[src/rtl/serdesphy_cdr_loop_filter.sv]
// -----------------------------------------------------------------------------
// serdesphy_cdr_loop_filter
//
// Second-order bang-bang CDR loop filter. Early/late votes from the phase
// detector drive a saturating 12-bit integrator (frequency path) and a
// one-cycle proportional kick (phase path). Their sum becomes the 8-bit VCO
// control word. A small state machine handles the following:
//   - It holds the loop at its home value while disabled.
//   - It runs a fast acquisition phase with a large integrator step.
//   - It then tracks with a small step.
//   - It declares lock when a window of votes is balanced and the integrator
//     is not pinned at a rail.
//
// Ports
//   clk          single block clock, rising edge
//   rst          synchronous active-high reset
//   enable       loop enable
//   vco_ready    VCO stable flag
//   pd_valid     phase-detector sample strobe (one per vote)
//   pd_early     clock-early vote, qualified by pd_valid
//   pd_late      clock-late vote, qualified by pd_valid
//   cdr_control  VCO control word, 128 = nominal
//   cdr_locked   high while in LOCKED
//   cdr_state    IDLE=0, ACQUIRE=1, TRACK=2, LOCKED=3
// -----------------------------------------------------------------------------
module serdesphy_cdr_loop_filter #(
    parameter int KP        = 2,
    parameter int KI_ACQ    = 4,
    parameter int KI_TRK    = 1,
    parameter int ACQ_VOTES = 64,
    parameter int LOCK_WIN  = 32,
    parameter int LOCK_TOL  = 4
) (
    input  logic       clk,
    input  logic       rst,
    input  logic       enable,
    input  logic       vco_ready,
    input  logic       pd_valid,
    input  logic       pd_early,
    input  logic       pd_late,
    output logic [7:0] cdr_control,
    output logic       cdr_locked,
    output logic [1:0] cdr_state
);

    typedef enum logic [1:0] {
        ST_IDLE    = 2'd0,
        ST_ACQUIRE = 2'd1,
        ST_TRACK   = 2'd2,
        ST_LOCKED  = 2'd3
    } state_t;

    localparam int AW = $clog2(ACQ_VOTES + 1);
    localparam int WW = $clog2(LOCK_WIN + 1);
    // The imbalance spans -LOCK_WIN..+LOCK_WIN, so it needs one extra bit
    // for sign and one for headroom.
    localparam int IW = $clog2(LOCK_WIN + 1) + 2;

    localparam logic [11:0]          INTEG_HOME = 12'h800;
    localparam logic signed [8:0]    KP_S       = 9'(KP);
    localparam logic [11:0]          KI_ACQ_V   = 12'(KI_ACQ);
    localparam logic [11:0]          KI_TRK_V   = 12'(KI_TRK);
    localparam logic [AW-1:0]        ACQ_LAST   = AW'(ACQ_VOTES - 1);
    localparam logic [WW-1:0]        WIN_LAST   = WW'(LOCK_WIN - 1);
    localparam logic signed [IW-1:0] TOL_S      = IW'(LOCK_TOL);

    state_t                 state_reg, state_next;
    logic [11:0]            integ_reg, integ_next;
    logic signed [8:0]      p_reg, p_next;
    logic [AW-1:0]          acq_cnt_reg, acq_cnt_next;
    logic [WW-1:0]          win_cnt_reg, win_cnt_next;
    logic signed [IW-1:0]   imb_reg, imb_next;

    logic                   run_ok;
    logic                   vote_late;
    logic                   vote_early;
    logic [11:0]            ki_val;
    logic signed [13:0]     integ_sum;
    logic [11:0]            integ_upd;
    logic signed [IW-1:0]   imb_delta;
    logic signed [IW-1:0]   imb_upd;
    logic signed [IW-1:0]   imb_abs;
    logic                   window_good;
    logic signed [9:0]      ctrl_sum;

    assign run_ok     = enable & vco_ready;
    // A vote with both or neither flag set is a null sample: it is counted
    // but does not move the loop.
    assign vote_late  = pd_valid & pd_late & ~pd_early;
    assign vote_early = pd_valid & pd_early & ~pd_late;

    // ------------------------------------------------------------------
    // Saturating integrator update and lock-window evaluation
    // ------------------------------------------------------------------
    always_comb begin
        ki_val    = (state_reg == ST_ACQUIRE) ? KI_ACQ_V : KI_TRK_V;
        integ_sum = $signed({2'b00, integ_reg});
        if (vote_late) begin
            integ_sum = $signed({2'b00, integ_reg}) + $signed({2'b00, ki_val});
        end else if (vote_early) begin
            integ_sum = $signed({2'b00, integ_reg}) - $signed({2'b00, ki_val});
        end

        if (integ_sum < 14'sd0) begin
            integ_upd = 12'h000;
        end else if (integ_sum > 14'sd4095) begin
            integ_upd = 12'hFFF;
        end else begin
            integ_upd = integ_sum[11:0];
        end

        imb_delta = '0;
        if (vote_late) begin
            imb_delta = IW'(1);
        end else if (vote_early) begin
            imb_delta = '1;
        end
        imb_upd = imb_reg + imb_delta;
        imb_abs = (imb_upd < 0) ? -imb_upd : imb_upd;

        // A window pinned against a rail is never trusted as lock, even if
        // the votes happen to be balanced.
        window_good = (imb_abs <= TOL_S) &&
                      (integ_upd != 12'h000) && (integ_upd != 12'hFFF);
    end

    // ------------------------------------------------------------------
    // Next-state logic
    // ------------------------------------------------------------------
    always_comb begin
        state_next   = state_reg;
        integ_next   = integ_reg;
        p_next       = '0;
        acq_cnt_next = acq_cnt_reg;
        win_cnt_next = win_cnt_reg;
        imb_next     = imb_reg;

        case (state_reg)
            ST_IDLE: begin
                integ_next   = INTEG_HOME;
                acq_cnt_next = '0;
                win_cnt_next = '0;
                imb_next     = '0;
                if (run_ok) begin
                    state_next = ST_ACQUIRE;
                end
            end

            default: begin
                if (!run_ok) begin
                    // Dropping out discards any vote on this cycle.
                    state_next   = ST_IDLE;
                    integ_next   = INTEG_HOME;
                    acq_cnt_next = '0;
                    win_cnt_next = '0;
                    imb_next     = '0;
                end else begin
                    integ_next = integ_upd;
                    if (vote_late) begin
                        p_next = KP_S;
                    end else if (vote_early) begin
                        p_next = -KP_S;
                    end

                    if (state_reg == ST_ACQUIRE) begin
                        if (pd_valid) begin
                            if (acq_cnt_reg == ACQ_LAST) begin
                                state_next   = ST_TRACK;
                                acq_cnt_next = '0;
                            end else begin
                                acq_cnt_next = acq_cnt_reg + AW'(1);
                            end
                        end
                    end else begin
                        acq_cnt_next = '0;
                        if (pd_valid) begin
                            if (win_cnt_reg == WIN_LAST) begin
                                win_cnt_next = '0;
                                imb_next     = '0;
                                if (state_reg == ST_TRACK && window_good) begin
                                    state_next = ST_LOCKED;
                                end else if (state_reg == ST_LOCKED && !window_good) begin
                                    state_next = ST_TRACK;
                                end
                            end else begin
                                win_cnt_next = win_cnt_reg + WW'(1);
                                imb_next     = imb_upd;
                            end
                        end
                    end
                end
            end
        endcase
    end

    // ------------------------------------------------------------------
    // State registers
    // ------------------------------------------------------------------
    always_ff @(posedge clk) begin
        if (rst) begin
            state_reg   <= ST_IDLE;
            integ_reg   <= INTEG_HOME;
            p_reg       <= '0;
            acq_cnt_reg <= '0;
            win_cnt_reg <= '0;
            imb_reg     <= '0;
        end else begin
            state_reg   <= state_next;
            integ_reg   <= integ_next;
            p_reg       <= p_next;
            acq_cnt_reg <= acq_cnt_next;
            win_cnt_reg <= win_cnt_next;
            imb_reg     <= imb_next;
        end
    end

    // ------------------------------------------------------------------
    // Outputs: purely from registers, so a vote shows up right after the
    // edge that consumed it.
    // ------------------------------------------------------------------
    always_comb begin
        ctrl_sum = $signed({2'b00, integ_reg[11:4]}) + $signed({p_reg[8], p_reg});
        if (ctrl_sum < 10'sd0) begin
            cdr_control = 8'd0;
        end else if (ctrl_sum > 10'sd255) begin
            cdr_control = 8'd255;
        end else begin
            cdr_control = ctrl_sum[7:0];
        end
    end

    assign cdr_locked = (state_reg == ST_LOCKED);
    assign cdr_state  = state_reg;

endmodule

[config.mk]
export PLATFORM = sky130hd
export DESIGN_NAME = serdesphy_cdr_loop_filter
export DESIGN_NICKNAME = d
export VERILOG_FILES = /design/src/rtl/serdesphy_cdr_loop_filter.sv
export SDC_FILE = /design/constraint.sdc
export NUM_CORES = 1
export LEC_CHECK = 0
export ABC_CLOCK_PERIOD_IN_PS = 7500
export CORE_ASPECT_RATIO = 1.2
export CORE_MARGIN = 2
export CORE_UTILIZATION = 25
export DETAILED_ROUTE_END_ITERATION = 16
export GPL_TIMING_DRIVEN = 0
export MAX_ROUTING_LAYER = met4
export PLACE_DENSITY = 0.51
export SETUP_SLACK_MARGIN = 0.05
export SLEW_MARGIN = 10
export SYNTH_ARGS = -nofsm -noshare
export SYNTH_HDL_FRONTEND = slang
export SYNTH_SLANG_ARGS = --single-unit
[constraint.sdc]
create_clock -name clk -period 7.5 [get_ports clk]
set_clock_uncertainty 0.1 [all_clocks]
set_input_delay 1.5 -clock clk [delete_from_list [all_inputs] [get_ports clk]]
set_output_delay 1.5 -clock clk [all_outputs]
set_load 0.05 [all_outputs]
# Yosys cells after proc, flatten, opt, wreduce, memory -nomap -nowiden
# Index checks and enable logic that the tools add are counted.
[word_totals] latch_bits=0 mem_bits_ro=0 n_memories=0 mem_bits_rw=0 output_inout_bits=11 word_cells=77 regBits=44
[classes] n_reduce_logical=12 magnitude_cmp=6 shift=0 n_eq_ne=11 addsub=7 n_bitwise=9 n_div=0 n_mul=0 mux=25
[op_table] op="$mux W8" count=6
[op_table] op="$mux W14" count=2
[op_table] op="$mux W12" count=2
[op_table] op="$mux W2" count=11
[op_table] op="$gt A14 B13 Y1 const B" count=1
[op_table] op="$lt A14 B1 Y1 const B" count=1
[op_table] op="$add A12 B3 Y13" count=1
[op_table] op="$sub A12 B3 Y13" count=1
[op_table] op="$ne A12 B12 Y1 const B" count=1
[op_table] op="$reduce_bool A12 Y1" count=1
[op_table] op="$add A9 B9 Y10" count=1
[op_table] op="$gt A10 B9 Y1 const B" count=1
[op_table] op="$lt A10 B1 Y1 const B" count=1
[op_table] op="$mux W9" count=1
[op_table] op="$add A8 B8 Y8" count=1
[op_table] op="$le A8 B4 Y1 const B" count=1
[op_table] op="$lt A8 B1 Y1 const B" count=1
[op_table] op="$neg A8 Y8" count=1
[op_table] op="$reduce_or A4 Y1" count=2
[op_table] op="$add A7 B1 Y7 const B" count=1
[op_table] op="$eq A7 B6 Y1 const B" count=1
[op_table] op="$mux W7" count=1
[op_table] op="$add A6 B1 Y6 const B" count=1
[op_table] op="$eq A6 B5 Y1 const B" count=1
[op_table] op="other kinds (17)" count=28

# Longest topological paths before layout
# Gate-level depths: netlist of the first run.
[logic_depth] depth_word=20 ltp_mapped=15 depth_no_buf=15

# Worst setup path after synthesis of the first run
# OpenSTA, ideal clock, no wires.
[synth_path] path_kind="reg2out" start="reg integ_reg[5]" end="out cdr_control[3]" stages_incl_launch_ff=11 t_arrival_ns=2.744 path_slack_ns=3.156 path_buffers=0 cell_sequence="dfxtp_1 ha_1 fa_1 a21o_1 a21oi_1 o21bai_1 a21o_1 a21oi_1 nand2b_1 mux2i_1 o21a_1"
[synth_between] elab_chain_len=4 word_cells_on_any_way=5 classes_between="add/sub: 1; order compare: 2; mux: 2"
[synth_rtl] element="start: declaration" line="68" source="logic [11:0] integ_reg, integ_next;"
[synth_rtl] element="start signal: assignment" line="209" source="integ_reg <= integ_next;"
[synth_rtl] element="$add A9 B9 Y10 *" line="222" source="ctrl_sum = $signed({2'b00, integ_reg[11:4]}) + $signed({p_reg[8], p_reg});"
[synth_rtl] element="$gt A10 B9 Y1" line="225" source="end else if (ctrl_sum > 10'sd255) begin"
[synth_rtl] element="$mux W8" line="225"
[synth_rtl] element="$mux W8 *" line="223" source="if (ctrl_sum < 10'sd0) begin"
[synth_rtl] element="end: declaration" line="41" source="output logic [7:0] cdr_control,"
# Every way passes the cells marked *; elsewhere a longest branch is shown, timed or not.

# Worst setup path in the final report of the first run
# Ends and elaborated chain as after synthesis.

==> reports/metrics.csv, run 1 <==
stage;metric;value;unit
job;MaxCap Viol Count;0;
cells_and_area;fraction of layout cells with a size suffix above 1;0.07799;
clocking;CTS tree;built;
clocking;Post CTS Setup Buffer Count;0;
yosys;dominant cells by area after synthesis;dfxtp_1, ha_1, nor2_1, xnor2_1, a21oi_1;
worst_setup_path;Critical path destination;cdr_control[3];
yosys;Top FF cell, synth;dfxtp_1;
worst_setup_path;depth of the most critical reg-to-reg path;11;
grt;initial antenna violation count;0;
cells_and_area;Layout area overhead;18.26;%
drt;Detailed Route WL;6.429;mm
yosys;Mapped Area;2734;um2
timing;slew margin rel.;0.5191;
floorplanning;Die Ht;118.6;um
timing;max-slew violation count;0;
yosys;Post-Synth XOR/XNOR Area;0.08009;
grt;total global routing overflow;0;
drt;routed vias/inst;4.945;
worst_hold_path;Hold Crit Class;reg2reg;
drt;DRT iter0 DRCs;64;
worst_setup_path;crit end category;primary output;
yosys;mux cell area share after synthesis;0.02288;
drt;# DRC;0;
drt;first drt pass iteration count;4;
timing;Setup Viol. Count Final;0;
yosys;number of synthesized flops with an enable pin;0;
yosys;Syn Inst Count;334;
placed_design;IO Port Bufs;17;
drt;vias;2413;
grt;Tot GR Track Use;0.1163;
grt;largest net degree at the start of global routing;15;
power;share of power burned in registers;0.414;
yosys;number of library cell types mapped by synthesis;64;
timing;unrepaired setup endpoints after global routing;no;
worst_setup_path;Setup CP Type;reg2out;
clocking;CTS clk-pin slew, worst paths;0.06;ns
power;combinational power share;0.090;
yosys;YS warnings;0;
clocking;clock sinks;37;
placed_design;DP HPWL;4.978;mm
worst_setup_path;Worst EP required;5.90;ns
worst_setup_path;startpoint types;register;
power;Leak Pwr;1.224;nW
worst_setup_path;RR Endpoint;cdr_state[0];
yosys;syn_area_per_cell;8.185;um2
yosys;Seq/Total Area, Yosys;0.2709;
power;Sw Pwr;106.3;uW
power;Pwr per Cell Area;147.9;nW/um2
timing;Final Hold Fails;0;
floorplanning;Site Rows;41;
grt;first-pass GRT wire length;10.86;mm
placed_design;RD Place Congestion;0.7959;
yosys;Post-Synth Adder-Cell Area;0.1240;
clocking;Post-CTS Hold Fix Bufs;0;
timing;highest clock rate;0.1835;GHz
cells_and_area;n_diodes;0;
yosys;simple-gate share of the synthesized area;0.2563;
floorplanning;core area;10570;um2
yosys;FF+latch count, synth;37;
clocking;Bufs on Longest Clock Path;2;
yosys;cell accounting for the most synthesized area;dfxtp_1;
grt;vias in the first global route;2325;
clocking;maximum level of the CTS H-tree;2;
timing;Final Critical Period;5.450;ns
power;Internal;372.0;uW
cells_and_area;final std cells w/o fill;488;
floorplanning;Die X;99.46;um
placed_design;pre-CTS WS;2.310;ns
yosys;complex-gate fraction of the synthesized area;0.2041;
worst_setup_path;critical path launch point;integ_reg[5];
yosys;post-synth top area share;0.2709;
clocking;CTS Buf Count;5;
clocking;clk root buf;clkbuf_16;
floorplanning;Starting Density;0.2587;
yosys;Post-Syn Nets;366;
timing;setup ws final;2.050;ns
clocking;clk_lat worst skew;0.28;ns
worst_setup_path;worst r2r src;cdr_state[0];
run_status;outcome;complete, no violations;
floorplanning;Die Area;11790;um2
cells_and_area;max FFs per register;12;
worst_setup_path;reg-to-reg slack, setup;4.35;ns
yosys;Commonest cells post-synth;dfxtp_1, nor2_1, a21oi_1;
power;maximum VDD drop;0.0001096;V
timing;Final period util;0.7267;
floorplanning;I/O pins;18;
worst_setup_path;Arr. time, crit path;3.85;ns
timing;slew of the pin with the lowest slew margin;0.7165;ns
yosys;asr flop ratio synth;0;
timing;setup TNS;0;ns
worst_setup_path;critical-path maximum fanout;8;
yosys;largest family of logic cells by synthesized area;simple AND/OR/NAND/NOR gates;
drt;wire per inst;13.17;um
power;clock power share;0.497;
cells_and_area;Layout Nets;390;
power;Sw Share;0.2223;
cells_and_area;# fillers;1134;
placed_design;dpl cells;480;
drt;Final ANT Viol Nets;0;
clocking;CTS-repair resized insts;0;
power;Overall Power;478.3;uW
==> kinds of logic after synthesis <==
kind of cell,after synthesis
simple gates,130
compound gates,82
flops,37
buf+inv,28
fa+ha+maj,26
xor+xnor,25
mux,6
==> how the worst min path moves through the flow <==
stage,slack [ns],startpoint,endpoint,cells past startpoint
after global placement,0.35,imb_reg[2],imb_reg[2],2
after detailed placement,0.35,acq_cnt_reg[6],acq_cnt_reg[6],2
final,0.36,imb_reg[2],imb_reg[2],2
after floorplan,0.34,imb_reg[0],imb_reg[0],2
after CTS,0.36,acq_cnt_reg[6],acq_cnt_reg[6],2
after global routing,0.40,imb_reg[2],imb_reg[2],2
==> critical path, stage by stage (launching register included) <==
cell and delay (ns):
dfxtp_1 0.39, ha_1 0.26, fa_1 0.40, a21o_1 0.18, a21oi_1 0.22, o21bai_1 0.09, a21o_1 0.21, a21oi_1 0.22
nand2b_1 0.08, mux2i_1 0.51, o21a_1 0.22, clkdlybuf4s50_1 0.79
==> per-stage QoR <==
stage	hold WS [ns]	util	instance area [um2]
final	0.3620	0.3059	3233
after global routing	0.3967	0.3059	3233
after CTS	0.3644	0.3059	3233
after detailed placement	0.3543	0.2901	3065
after global placement	0.3493	0.2901	3065
after floorplan	0.3362	-	2734
==> cell type report <==
cell class / instances / area (um2) / share of cell area
buffer: 9 / 40.04 / 0.01238
sequential: 37 / 740.7 / 0.2291
clock inverter: 2 / 38.79 / 0.01200
clock buffer: 6 / 128.9 / 0.03986
multi-input combinational: 269 / 1879 / 0.5813
tap: 129 / 161.4 / 0.04992
inverter: 19 / 73.82 / 0.02283
timing repair buffer: 17 / 170.2 / 0.05263
==> layout by cell type (no fill, tap or decap), drive strengths merged, types with 11 or more instances in the layout <==
master and instances:
nor2 37, dfxtp 37, a21oi 26, nand2 23, ha 23, inv 19
clkdlybuf4s50 17, xnor2 15, o21ai 13, nand3 11
==> metal layers <==
layer	up-vias	share of wire	routed length, um	global-route usage
met3	6	0.027	172	0.01952
met1	1107	0.46	2989	0.1386
met2	40	0.49	3174	0.1951
li1	1260	-	-	-
met5	-	0	0	-
met4	0	0.014	93	0.04366
==> power groups by stage <==
stage                     registers, mW  logic [mW]  clock network (mW)
final                             0.198      0.0428               0.238
after detailed placement          0.202      0.0426                   0
after CTS                         0.198      0.0431               0.246
after floorplan                   0.203      0.0288                   0
after global routing              0.198      0.0475               0.254
after global placement            0.202      0.0428                   0
Power figures use the tool's default switching activity.
==> run 2, diff against run 1 <==
Settings changed: ABC_CLOCK_PERIOD_IN_PS 7500 to 4990, PLACE_DENSITY 0.51 to 0.53.
Clock period 7.5 ns to 4.99 ns, I/O delays scaled along.
==> run 2 against run 1 <==
  * Sequential power rose by 50%
  * Final cell count did not move
  * Non-clock buffer count did not move
  * Clock power rose by 29%
  * First-iteration DRC count rose by 92%
  * Final area fell by 0.74%
  * Hold slack improved by 0.0025 ns
  * Clock-buffer cell count rose by 1
  * Combinational power rose by 48%
  * Via count fell by 0.12%
  * Global-route usage fell by 0.40 points
  * Largest cell class unchanged
==> reports/metrics.csv, run 2 (synthesis results as in run 1) <==
stage;metric;value;unit;change
timing;slew of the pin with the lowest slew margin;0.7547;ns;was 0.7165 ns
cells_and_area;fraction of layout cells with a size suffix above 1;0.07799;;unchanged
job;MaxCap Viol Count;0;;unchanged
clocking;Post-CTS Hold Fix Bufs;0;;unchanged
clocking;maximum level of the CTS H-tree;2;;unchanged
grt;largest net degree at the start of global routing;15;;unchanged
floorplanning;Die X;99.46;um;unchanged
clocking;CTS Buf Count;5;;unchanged
worst_setup_path;Setup CP Type;reg2out;;unchanged
cells_and_area;final std cells w/o fill;488;;unchanged
placed_design;IO Port Bufs;17;;unchanged
power;Leak Pwr;1.213;nW;was 1.224 nW
grt;total global routing overflow;0;;unchanged
timing;max-slew violation count;0;;unchanged
power;Pwr per Cell Area;207.7;nW/um2;was 147.9 nW/um2
cells_and_area;Layout Nets;390;;unchanged
grt;global route hottest layer;met2;;unchanged
grt;M1 GR Usage;0.1447;;was 0.1386
floorplanning;Starting Density;0.2587;;unchanged
clocking;clk root buf;clkbuf_16;;unchanged
floorplanning;Site Rows;41;;unchanged
cells_and_area;# fillers;1153;;was 1134
grt;first-pass GRT wire length;10.64;mm;was 10.86 mm
timing;highest clock rate;0.2069;GHz;
power;maximum VDD drop;0.0001365;V;was 0.0001096 V
placed_design;RD Place Congestion;0.8690;;was 0.7959
cells_and_area;most frequent cells in the layout;nor2_1, dfxtp_1, a21oi_1;;unchanged
floorplanning;Die Ht;118.6;um;unchanged
drt;vias;2410;;was 2413
cells_and_area;Layout area overhead;17.39;%;was 18.26%
clocking;Post CTS Setup Buffer Count;0;;unchanged
drt;Detailed Route WL;6.244;mm;was 6.429 mm
drt;# DRC;0;;unchanged
timing;Final Hold Fails;0;;unchanged
clocking;clock sinks;37;;unchanged
drt;first drt pass iteration count;4;;unchanged
floorplanning;Die Area;11790;um2;unchanged
worst_setup_path;Worst EP required;3.89;ns;was 5.90 ns
clocking;CTS tree;built;;unchanged
placed_design;DP HPWL;4.854;mm;was 4.978 mm
floorplanning;core area;10570;um2;unchanged
worst_setup_path;startpoint types;register;;unchanged
worst_setup_path;critical-path maximum fanout;8;;unchanged
worst_setup_path;Max stage delay cell, worst path;clkdlybuf4s50_1;;unchanged
worst_setup_path;crit end category;primary output;;unchanged
worst_setup_path;reg-to-reg slack, setup;2.00;ns;was 4.35 ns
drt;Final ANT Viol Nets;0;;unchanged
worst_setup_path;largest stage delay on the critical path;0.79;ns;about the same
drt;DRT iter0 DRCs;123;;was 64
timing;unrepaired setup endpoints after global routing;yes;;was no
grt;Tot GR Track Use;0.1122;;was 0.1163
grt;initial antenna violation count;0;;unchanged
timing;Final period util;0.9688;;
cells_and_area;max FFs per register;12;;unchanged
floorplanning;I/O pins;18;;unchanged
clocking;Bufs on Longest Clock Path;2;;unchanged
worst_hold_path;Hold Crit Class;reg2reg;;unchanged
worst_setup_path;Arr. time, crit path;3.74;ns;was 3.85 ns
timing;slew margin rel.;0.4935;;was 0.5191
drt;wire per inst;12.80;um;was 13.17 um
grt;met3 Usage GRT;0.01892;;was 0.01952
clocking;CTS-repair resized insts;1;;was 0
timing;Setup Viol. Count Final;0;;unchanged
worst_setup_path;sequence of cells on the critical path;ha_1, fa_1, a21o_1, a21oi_1, o21bai_1, a21o_1, a21oi_1, xor2_1, o21a_1, clkdlybuf4s50_1;;was ha_1, fa_1, a21o_1, a21oi_1, o21bai_1, a21o_1, a21oi_1, nand2b_1, mux2i_1, o21a_1, clkdlybuf4s50_1
timing;Final Critical Period;4.834;ns;
cells_and_area;n_diodes;0;;unchanged
placed_design;dpl cells;480;;unchanged
clocking;clk_lat worst skew;0.28;ns;about the same
drt;routed vias/inst;4.939;;was 4.945
grt;vias in the first global route;2261;;was 2325
grt;GR Util met2;0.1803;;was 0.1951
clocking;CTS clk-pin slew, worst paths;0.06;ns;about the same
timing;setup TNS;0;ns;unchanged
run_status;outcome;complete, no violations;;unchanged
==> run 2: cell types whose count changed in the layout (fill, tap and decap cells not counted), sizes merged <==
cell,change
clkinvlp,+1
clkinv,-1
clkbuf,+1
bufinv,-1
==> run 2: final timing paths <==
kind                            cells after the start         start        endpoint
worst max-delay path                               10  integ_reg[5]  cdr_control[4]
worst min-delay path                                2    imb_reg[2]      imb_reg[2]
worst max register to register                     11  cdr_state[0]    cdr_state[0]
worst min register to register                      2    imb_reg[2]      imb_reg[2]
==> run 2: power by group <==
part	total, mW	leakage, nW	internal (mW)	switching (mW)
registers	0.297	0.298	0.296	0.00108
logic	0.0632	0.851	0.0262	0.0370
clock network	0.306	0.0641	0.186	0.121
==> run 2: stage by stage <==
step | area (um2) | worst slack (ns) | power [mW] | hold slack [ns] | utilization
5_1_grt | 3209 | -0.1118 | 0.6924 | 0.3924 | 0.3037
3_5_place_dp | 3065 | 0.3155 | 0.3664 | 0.3622 | 0.2901
2_1_floorplan | 2734 | 1.148 | 0.3479 | 0.3362 | -
6_report | 3209 | 0.1557 | 0.6666 | 0.3645 | 0.3037
3_3_place_gp | 3065 | 0.3156 | 0.3662 | 0.3486 | 0.2901
4_1_cts | 3209 | 0.1021 | 0.6722 | 0.3719 | 0.3037
==> run 2: critical path: cells and delay by family (launching register included) <==
kind | cells | cell delay [ns]
buffers and inverters | 1 | 0.79
AO/OA/AOI/OAI | 6 | 1.13
flip-flops | 1 | 0.39
adder cells (fa/ha/maj) | 2 | 0.66
XOR/XNOR | 1 | 0.47
==> run 2: metal layers <==
layer	vias to the layer above	part of all wire
met3	4	0.023
met1	1109	0.50
li1	1263	-
met5	-	0
met4	0	0.0085
met2	34	0.47
==> run 2: cell type report <==
cell class / instances / area (um2) / area share
plain buffers: 9 / 40.04 / 0.01248
clock inverters: 1 / 7.507 / 0.002339
flip-flops and latches: 37 / 740.7 / 0.2308
multi-input cells: 269 / 1883 / 0.5867
repair buffers: 17 / 170.2 / 0.05302
well taps: 129 / 161.4 / 0.05029
inverters: 19 / 73.82 / 0.02300
clock buffers: 7 / 132.6 / 0.04133
==> run 3, diff against run 2 <==
Settings changed: ABC_CLOCK_PERIOD_IN_PS 4990 to 5400, PLACE_DENSITY 0.53 to 0.51.
Clock period 4.99 ns to 5.4 ns, I/O delays scaled along.
==> results of run 3 <==
The final DEF is identical to that of run 1. Status: complete, no violations.
Main changes from that run: setup slack after placement 2.310 ns -> 0.6299 ns; setup slack after layout 2.050 ns -> 0.3697 ns; register-to-register setup slack 4.35 ns -> 2.25 ns; total power 0.4783 mW -> 0.6643 mW; worst IR drop on VDD 0.0001096 V -> 0.0001522 V
==> RTL edit, RTL diff (config.mk and constraints of run 2) <==
`p_reg` no longer has a reset.
--- a/src/rtl/serdesphy_cdr_loop_filter.sv
+++ b/src/rtl/serdesphy_cdr_loop_filter.sv
@@ -202,3 +202,2 @@
             integ_reg   <= INTEG_HOME;
-            p_reg       <= '0;
             acq_cnt_reg <= '0;
@@ -209,3 +208,2 @@
             integ_reg   <= integ_next;
-            p_reg       <= p_next;
             acq_cnt_reg <= acq_cnt_next;
@@ -214,2 +212,6 @@
         end
+    end
+
+    always_ff @(posedge clk) begin
+        p_reg <= p_next;
     end
Check against the original RTL: differs if rst is asserted again (counterexample within 4 cycles, from zero or initial values and one cycle with rst high); with rst held inactive, the same outputs for 10 cycles.
==> RTL edit against run 2 <==
  * Via count rose by 3.4%
  * Maximum frequency increased by 4.6%
  * Sequential cell count is the same
  * Total power up 8.7%
  * Wire length increased by 3.9%
  * Design area is 0.31% higher
  * Critical path depth is 1 higher
  * Area after synthesis shrank 0.46%
  * Combinational power about the same
  * Setup slack better by 0.21 ns
  * Clock power is 19% higher
==> RTL edit: results (changes against run 2) <==
- Number of unique standard cell types used by synthesis: 57 (was 64)
- # nets final: 395 (was 390)
* Wire length of the first global-routing pass: 11100 µm (was 10600 µm)
- Top cells by area, synth: dfxtp_1 (27%), ha_1 (11%), a21oi_1 (5.9%) (was dfxtp_1 (27%), ha_1 (11%), nor2_1 (5.1%)).
* Gate count of the mapped netlist: 340 (was 334)
- The number of input and output port buffers inserted was 16 (was 17).
* Post-synthesis xor/xnor area fraction: 0.0869 (was 0.0801)
- The estimated wirelength of the detail-placed design came to 5140 µm (was 4850 µm).
- Initial antenna violation count: 0 (unchanged)
- Global-route met1 utilization: 0.144 (was 0.145)
* Maximum level of the CTS H-tree: 2 (unchanged)
* Global router's overall resource usage: 0.117 (was 0.112)
* Worst EP arrival: 3.52 ns (was 3.74 ns)
* Routed wire length per instance: 13.2 µm (was 12.8 µm)
- Global-route met3 utilization: 0.0171 (was 0.0189)
- Hold slack final: 0.366 ns (was 0.364 ns)
- The detailed-routed wire length on met2 is 3220 µm (was 2940 µm).
- Multiplexer area fraction after synthesis: 0.0184 (was 0.0229)
- The count of antenna diodes in the layout came to 0 (unchanged).
- Avg Vias per Cell: 5.05 (was 4.94)
- The post-synthesis sequential area ratio is 0.272 (was 0.271).
* Final weighted congestion of routability-driven global placement: 0.878 (was 0.869)
* Placed insts: 485 (was 480)
- The post-placement cell area came to 3040 µm² (was 3070 µm²).
- The fill cell instance count of the final layout came to 1126 (was 1153).
- Delay of the slowest critical-path stage: 0.81 ns (was 0.79 ns)
* Min-delay worst type: flip-flop to flip-flop (unchanged)
* Switching share of power: 0.213 (was 0.238)
- Compound-Gate Fraction of Synth Area: 0.204 (about the same)
- The count of TritonRoute iterations in the first routing pass is 4 (unchanged).
- Dpl ws: 0.0769 ns (was 0.315 ns)
- Most instantiated cells after synthesis: nor2_1 (38), dfxtp_1 (37), a21oi_1 (32) (was dfxtp_1 (37), nor2_1 (37), a21oi_1 (24))
- Worst reg2reg setup slack: 1.54 ns (was 2.00 ns)
- The leakage component of the power is 1.19 nW (was 1.21 nW).
- Clock insertion delay at the later pin of the skew report: 0.28 ns (about the same)
- Worst slew slack as a fraction of its limit: 0.525 (was 0.493)
- Outcome: finished, final reports clean (unchanged).
* Worst vdd ir: 125 µV (was 136 µV)
- Flip-flop count of the largest register after layout: 12 (unchanged)
- The post-layout worst setup margin came to 0.371 ns (was 0.156 ns).
- The total routed wirelength is 6490 µm (was 6240 µm).
- The routed length on met1 came to 2960 µm (was 3110 µm).
* Global routing usage on met2: 0.195 (was 0.180)
- The number of global-route vias before repair was 2367 (was 2261).
- The share of synthesized cell area in full adder, half adder and majority cells came to 0.124 (about the same).
* Drt first-iter violations: 91 (was 123)
* Number of nets in the synthesized netlist: 372 (was 366)
- WL met3: 218 µm (was 145 µm)
- Maximum number of pins on one net before global-route repair: 12 (was 15)
- The fraction of final layout cells sized beyond drive strength 1 is 0.0604 (was 0.0780).
-- RTL edit: cell count changes in the layout (fill, tap and decap cells not counted), moves of 3 or more --
cell	delta
nand2_1	-6
o21a_1	-8
nand2b_1	+5
a2111oi_0	+6
or2_2	+3
a21oi_1	+8
nor3_1	+11
xor2_1	+3
o22ai_1	-4
a32oi_1	+3
-- RTL edit: power by group through the flow --
stage / Sequential [mW] / Clock, mW / Combinational [mW]
after global placement: 0.304 / 0 / 0.0622
after floorplan: 0.305 / 0 / 0.0435
after detailed placement: 0.304 / 0 / 0.0629
final: 0.298 / 0.364 / 0.0630
after global routing: 0.297 / 0.392 / 0.0700
after CTS: 0.297 / 0.377 / 0.0635
-- RTL edit: critical path: cells and delay by family, from the launching register on --
family                   cells  cell delay (ns)
AO/OA/AOI/OAI                6             1.08
flip-flops                   1             0.35
multiplexers                 1             0.14
buffers and inverters        1             0.81
adder cells (fa/ha/maj)      2             0.66
AND/OR/NAND/NOR              1             0.19
-- RTL edit: path summary, 6_finish.rpt --
| path | depth (start not counted) | endpoint | from |
|---|---|---|---|
| min reg2reg | 2 | imb_reg[0] | imb_reg[0] |
| max reg2reg | 10 | cdr_state[0] | cdr_state[0] |
| min | 2 | imb_reg[0] | imb_reg[0] |
| max | 11 | cdr_control[7] | integ_reg[5] |
-- RTL edit: repair_timing --
action	CTS	global route
setup buffers	0	0
setup endpoints to repair	0	9
gates resized for setup	0	2
-- RTL edit: final cells by class --
class / instances / area, µm² / share of cell area
Clock buffer: 7 / 143 / 0.0443
Tap cell: 129 / 161 / 0.0501
Inverter: 20 / 75.1 / 0.0233
Buffer: 8 / 35.0 / 0.0109
Sequential cell: 37 / 741 / 0.230
Timing Repair Buffer: 16 / 160 / 0.0497
Clock inverter: 1 / 30.0 / 0.00933
Multi-Input combinational cell: 275 / 1870 / 0.582
